## config.mk

```make
export PLATFORM = sky130hd
export DESIGN_NAME = manchester_frame_scheduler
export DESIGN_NICKNAME = d
export VERILOG_FILES = /design/src/rtl/manchester_frame_scheduler.sv
export SDC_FILE = /design/constraint.sdc
export NUM_CORES = 1
export LEC_CHECK = 0
export ABC_AREA = 0
export CORE_ASPECT_RATIO = 0.7
export CORE_MARGIN = 2
export CORE_UTILIZATION = 50
export CTS_CLUSTER_DIAMETER = 100
export DETAILED_ROUTE_END_ITERATION = 6
export PLACE_DENSITY = 0.95
export SLEW_MARGIN = 5
export SYNTH_ARGS = -nofsm -noshare
export SYNTH_HDL_FRONTEND = slang
export SYNTH_SLANG_ARGS = --single-unit
```

## constraint.sdc

```tcl
create_clock -name clk108 -period 6.4 [get_ports clk108]
set_clock_uncertainty 0.2 [all_clocks]
set_input_delay 0.96 -clock clk108 [delete_from_list [all_inputs] [get_ports clk108]]
set_output_delay 0.96 -clock clk108 [all_outputs]
set_load 0.02 [all_outputs]
```

## src/rtl/manchester_frame_scheduler.sv

```systemverilog
// Round-robin scheduler that feeds one Manchester serializer from NUM_REQ sources.
// Each frame is {PREAMBLE, SFD, payload} shifted MSB-first, then an idle gap.
module manchester_frame_scheduler #(
  parameter int unsigned NUM_REQ    = 4,
  parameter int unsigned PAYLOAD_W  = 32,
  parameter logic [15:0] PREAMBLE   = 16'hAAAA,
  parameter logic [7:0]  SFD        = 8'hD5,
  parameter int unsigned GAP_BITS   = 8,
  parameter logic        IDLE_LEVEL = 1'b0
) (
  input  logic                              clk108,
  input  logic                              aresetn,
  input  logic                              enable,
  input  logic [NUM_REQ-1:0]                req_valid,
  input  logic [NUM_REQ*PAYLOAD_W-1:0]      req_data,
  output logic [NUM_REQ-1:0]                req_ready,
  output logic                              data_bit,
  output logic                              tx_active,
  output logic                              frame_start,
  output logic [$clog2(NUM_REQ)-1:0]        grant_id,
  output logic [15:0]                       frames_sent
);

  localparam int unsigned FRAME_W = 16 + 8 + PAYLOAD_W;
  localparam int unsigned GW      = $clog2(NUM_REQ);
  localparam int unsigned KW      = $clog2(FRAME_W);
  localparam int unsigned CW      = 8;
  localparam int unsigned CNT_W   = 16;

  localparam logic [KW-1:0] LAST_BIT = KW'(FRAME_W - 1);
  localparam logic [CW-1:0] LAST_GAP = CW'(GAP_BITS - 1);
  localparam logic [GW-1:0] LAST_REQ = GW'(NUM_REQ - 1);

  typedef enum logic [1:0] {
    IDLE = 2'd0,
    SEND = 2'd1,
    GAP  = 2'd2
  } state_t;

  state_t               state_q, state_d;
  logic [FRAME_W-1:0]   sh_q, sh_d;
  logic [KW-1:0]        k_q, k_d;
  logic [CW-1:0]        gap_q, gap_d;
  logic [GW-1:0]        ptr_q, ptr_d;
  logic [GW-1:0]        gid_q, gid_d;
  logic [CNT_W-1:0]     fs_q, fs_d;
  logic                 data_bit_q, data_bit_d;
  logic                 tx_active_q, tx_active_d;
  logic                 frame_start_q, frame_start_d;

  logic                 hi_found, lo_found;
  logic [GW-1:0]        hi_sel, lo_sel, gsel;
  logic [PAYLOAD_W-1:0] payload;
  logic                 grant;
  logic [FRAME_W-1:0]   frame;

  // Round-robin pick: lowest valid index at/after the pointer, else lowest valid overall.
  always_comb begin
    hi_found  = 1'b0;
    lo_found  = 1'b0;
    hi_sel    = '0;
    lo_sel    = '0;
    payload   = '0;
    req_ready = '0;
    for (int i = int'(NUM_REQ) - 1; i >= 0; i--) begin
      if (req_valid[i]) begin
        lo_found = 1'b1;
        lo_sel   = GW'(i);
        if (GW'(i) >= ptr_q) begin
          hi_found = 1'b1;
          hi_sel   = GW'(i);
        end
      end
    end
    gsel  = hi_found ? hi_sel : lo_sel;
    grant = aresetn && enable && (state_q == IDLE) && lo_found;
    for (int i = 0; i < int'(NUM_REQ); i++) begin
      if (GW'(i) == gsel) begin
        payload      = req_data[i*PAYLOAD_W +: PAYLOAD_W];
        req_ready[i] = grant;
      end
    end
  end

  // Next-state and registered-output logic for IDLE -> SEND -> GAP -> IDLE.
  always_comb begin
    state_d       = state_q;
    sh_d          = sh_q;
    k_d           = k_q;
    gap_d         = gap_q;
    ptr_d         = ptr_q;
    gid_d         = gid_q;
    fs_d          = fs_q;
    data_bit_d    = IDLE_LEVEL;
    tx_active_d   = 1'b0;
    frame_start_d = 1'b0;
    frame         = {PREAMBLE, SFD, payload};
    unique case (state_q)
      IDLE: begin
        if (grant) begin
          data_bit_d    = frame[FRAME_W-1];
          sh_d          = {frame[FRAME_W-2:0], 1'b0};
          tx_active_d   = 1'b1;
          frame_start_d = 1'b1;
          k_d           = '0;
          gid_d         = gsel;
          ptr_d         = (gsel == LAST_REQ) ? '0 : gsel + GW'(1);
          state_d       = SEND;
        end
      end
      SEND: begin
        if (k_q == LAST_BIT) begin
          state_d = GAP;
          gap_d   = '0;
          fs_d    = fs_q + CNT_W'(1);
        end else begin
          data_bit_d  = sh_q[FRAME_W-1];
          sh_d        = {sh_q[FRAME_W-2:0], 1'b0};
          tx_active_d = 1'b1;
          k_d         = k_q + KW'(1);
        end
      end
      GAP: begin
        if (gap_q == LAST_GAP) begin
          state_d = IDLE;
        end else begin
          gap_d = gap_q + CW'(1);
        end
      end
      default: state_d = IDLE;
    endcase
  end

  // State and output registers with synchronous active-low reset.
  always_ff @(posedge clk108) begin
    if (!aresetn) begin
      state_q       <= IDLE;
      sh_q          <= '0;
      k_q           <= '0;
      gap_q         <= '0;
      ptr_q         <= '0;
      gid_q         <= '0;
      fs_q          <= '0;
      data_bit_q    <= IDLE_LEVEL;
      tx_active_q   <= 1'b0;
      frame_start_q <= 1'b0;
    end else begin
      state_q       <= state_d;
      sh_q          <= sh_d;
      k_q           <= k_d;
      gap_q         <= gap_d;
      ptr_q         <= ptr_d;
      gid_q         <= gid_d;
      fs_q          <= fs_d;
      data_bit_q    <= data_bit_d;
      tx_active_q   <= tx_active_d;
      frame_start_q <= frame_start_d;
    end
  end

  assign data_bit    = data_bit_q;
  assign tx_active   = tx_active_q;
  assign frame_start = frame_start_q;
  assign grant_id    = gid_q;
  assign frames_sent = fs_q;

endmodule

```

==> results.txt <==
----------------------------------------------------
[Yosys]
  Mapped Cells ... 557
  Synthesized cell area ... 4890 sq um
  Number of synthesized register bits ... 94
  Sequential element share of the synthesized area ... 0.3849
  Async set-or-reset flop fraction in the synthesized netlist ... 0
  Post-synth net total ... 699
  Post-synth top flop ... sky130_fd_sc_hd__dfxtp_1
  Average size of a mapped cell ... 8.779 sq um
  Count of cell types in the netlist ... 47
  Yosys synthesis warning count ... 0
  Count of flip-flops with a built-in enable after synthesis ... 0

[Worst setup path]
  Slowest cell delay on critical path ... 0.64 ns
  Startpoint kind of the worst setup timing path ... primary input
  Crit-path cells ... clkdlybuf4s50_1 -> buf_4 -> nor2b_1 -> nand4_2 -> inv_1 -> and2_1 -> clkdlybuf4s50_1
  Type of the worst setup path ... primary input to output port
  Worst setup path start ... aresetn
  Cell with the most instances on the worst path ... sky130_fd_sc_hd__clkdlybuf4s50_1
  Top fanout value on the critical path ... 49
  Worst path arrival time ... 3.90 ns
  Category of the worst setup path capture point ... output port
  Slowest library cell on the worst path ... sky130_fd_sc_hd__clkdlybuf4s50_1
  Critical path data required time ... 5.24 ns
  Origin of the critical flop-to-flop path ... ptr_q[1]$_SDFFE_PN0P_
  Buffers plus inverters on the worst setup path ... 4
  Dominant delay contributor by cell family on the critical path ... buffers and inverters

[Pwr]
  Proportion of power drawn by flip-flops and latches ... 0.412
  Cell-internal power ... 0.001168 W
  Switching power total ... 0.0004561 W
  Part of the total power dissipated in combinational logic ... 0.259
  Ratio of total power to cell area ... 238.9 nW/um^2
  Switching power share of the total ... 0.2807
  P_leak ... 2.341 nW
  IR drop worst, VDD ... 0.0001593 V
  Clk pwr share ... 0.330

[STA]
  Least setup slack across all paths after layout ... 1.341 ns
  Final max-slew violation count ... 0
  Final-layout setup total negative slack ... 0 ns
  Max Fclk ... 197.7 MHz
  Final period util ... 0.7905
  Slew at the pin closest to its max-slew limit ... 1.029 ns
  Final setup viols ... 0
  Max-Slew Margin vs Limit ... 0.3138
  Final hold violation count ... 0
  Fin crit period ... 5.059 ns
  Unrepaired setup endpoints after global routing ... no

[Clock tree]
  Clk slew on worst S/H paths ... 0.07 ns
  Total of hold buffers inserted after clock tree synthesis ... 0
  Post-cts sizing count ... 0
  CTS buffer count ... 9
  Clock H-tree levels ... 3
  Max Buffers Root-to-Sink ... 2
  Clock latency reported for the late side of the worst-skew pair ... 0.34 ns
  Root buf cell ... sky130_fd_sc_hd__clkbuf_16
  Post-CTS Setup Inserts ... 0
  Clock tree from TritonCTS ... done
  Sink Count ... 94

[Final layout]
  Fraction of layout cells with a size suffix above 1 ... 0.06550
  Share of the core filled with cells ... 0.7078
  Total non-filler cell area in the finished layout ... 6802 sq um
  Count of inserted antenna diode cells ... 0
  Signed area change from the synthesized netlist to the final layout ... 39.10%
  Final net count ... 824

[Floorplanning]
  Initial core utilization ... 0.5089
  Die ar. ... 10600 sq um
  Top Ports ... 160
  Chip Height ... 86.74 um
  Die width ... 122.2 um
  Number of placement rows ... 30
  Core area ... 9609 sq um

[Global routing]
  Overall Global Routing Usage ... 0.2743
  GR Overflow Total ... 0
  Wire length of the first global-routing pass ... 23.16 mm
  Vias in the first global route ... 4783
  Largest net degree at the start of global routing ... 76
  Antenna violations before repair ... 0

[Detailed routing]
  Average wire per cell in the routed design ... 18.28 um
  Via count of the routed design ... 5144
  Detailed Route WL ... 14.90 mm
  Routed vias/inst ... 6.312
  Antenna-violating nets left ... 0
  Number of remaining DRC errors ... 1
  Number of violations reported at the end of detailed-routing iteration 0 ... 690
  Number of optimization iterations in the first detailed-route pass ... 7

[Outcome]
  Result of the run ... finished, violations left
  Violated checks ... DRC

[Placement]
  Detailed Place HPWL ... 10.21 mm
  RePlAce Congestion ... 0.7761
  Minimum setup slack after placement ... 1.393 ns
  Port Buf Inserts ... 159
  Placed cell areas ... 6497 sq um

[Flow run]
  Number of max-cap violations ... 0

[Worst hold path]
  Path category of the worst min-delay check ... register to register
  Hold_sp ... sh_q[9]$_SDFFE_PN0P_

----------------------------------------------------
==> cell type report <==
class / count / area [sq um]
well taps: 128 / 160.2
repair buffers: 165 / 1637
flip-flops and latches: 94 / 1882
clock buffers: 11 / 242.7
fillers: 681 / 2808
multi-input cells: 399 / 2775
clock inverters: 5 / 56.30
inverters: 13 / 48.80
==> cell usage after synthesis (12+ instances only) <==
library cell / n / area, sq um
sky130_fd_sc_hd__a21oi_1: 50 / 250.2
sky130_fd_sc_hd__a221oi_1: 31 / 271.5
sky130_fd_sc_hd__a32o_1: 31 / 310.3
sky130_fd_sc_hd__clkbuf_1: 42 / 157.7
sky130_fd_sc_hd__dfxtp_1: 94 / 1882
sky130_fd_sc_hd__inv_1: 12 / 45.04
sky130_fd_sc_hd__nand2_1: 13 / 48.80
sky130_fd_sc_hd__nand2b_1: 33 / 206.5
sky130_fd_sc_hd__nand3_1: 23 / 115.1
sky130_fd_sc_hd__nand4_1: 19 / 118.9
sky130_fd_sc_hd__nor2_1: 19 / 71.32
sky130_fd_sc_hd__nor2b_1: 34 / 212.7
sky130_fd_sc_hd__o21ai_0: 21 / 105.1
sky130_fd_sc_hd__o221a_2: 12 / 135.1
sky130_fd_sc_hd__o31ai_1: 39 / 292.8
==> final timing paths <==
| check | endpoint | slack (ns) | depth (start not counted) |
|---|---|---|---|
| hold reg to reg | sh_q[9]$_SDFFE_PN0P_ | 0.26 | 1 |
| setup / recovery | req_ready[0] | 1.34 | 7 |
| setup reg to reg | sh_q[1]$_SDFFE_PN0P_ | 3.27 | 9 |
| hold / removal | sh_q[9]$_SDFFE_PN0P_ | 0.26 | 1 |
==> cells by family after synthesis <==
group	count (synthesis)	share of synthesized area
AOI/OAI and AO/OA	204	0.3127
and+or+nand+nor	175	0.2088
DFF	94	0.3849
buffers and inverters	64	0.05245
xor gates and xnor gates	13	0.02329
adders and majority gates	7	0.01791
==> flip-flops by register name, summed over array words and instances, names as in the netlist <==
signal and flops:
data_bit 1, frame_start 1, frames_sent 16, gap_q 8, grant_id 2, k_q 6
ptr_q 2, sh_q 55, state_q 2, tx_active 1
==> routing by layer <==
layer	routed length (um)	vias to the layer above	share of wire	global-route usage
met4	444	0	0.030	0.09927
met2	7169	219	0.48	0.4510
met1	6285	2475	0.42	0.3562
met3	997	46	0.067	0.06118
met5	0	-	0	0
li1	-	2404	-	-
==> placed cells by master, fill, tap and decap left out, types with 13 or more instances in the layout <==
cell | netlist | routed
sky130_fd_sc_hd__nor2b_1 | 34 | 32
sky130_fd_sc_hd__a221oi_1 | 31 | 31
sky130_fd_sc_hd__nand2b_1 | 33 | 33
sky130_fd_sc_hd__nand2_1 | 13 | 13
sky130_fd_sc_hd__nand4_1 | 19 | 19
sky130_fd_sc_hd__nor2_1 | 19 | 19
sky130_fd_sc_hd__nand3_1 | 23 | 23
sky130_fd_sc_hd__a32o_1 | 31 | 31
sky130_fd_sc_hd__dfxtp_1 | 94 | 94
sky130_fd_sc_hd__a21oi_1 | 50 | 49
sky130_fd_sc_hd__o31ai_1 | 39 | 39
sky130_fd_sc_hd__clkdlybuf4s50_1 | 0 | 159
sky130_fd_sc_hd__o21ai_0 | 21 | 21
==> metrics by stage <==
| stage | std cells | power [W] | hold WS [ns] |
|---|---|---|---|
| after global placement | 799 | 0.001071 | 0.2386 |
| final | 815 | 0.001625 | 0.2600 |
| after CTS | 815 | 0.001622 | 0.2605 |
| after floorplan | 557 | 0.0009363 | 0.2332 |
| after detailed placement | 799 | 0.001094 | 0.2456 |
| after global routing | 815 | 0.001693 | 0.2742 |
==> power by group through the flow <==
stage	combinational, W	sequential [W]	clock (W)
final	0.000420	0.000669	0.000535
after floorplan	0.000264	0.000673	0
after CTS	0.000417	0.000668	0.000537
after global placement	0.000396	0.000676	0
after global routing	0.000458	0.000674	0.000561
after detailed placement	0.000414	0.000680	0
Power figures use the tool's default switching activity.
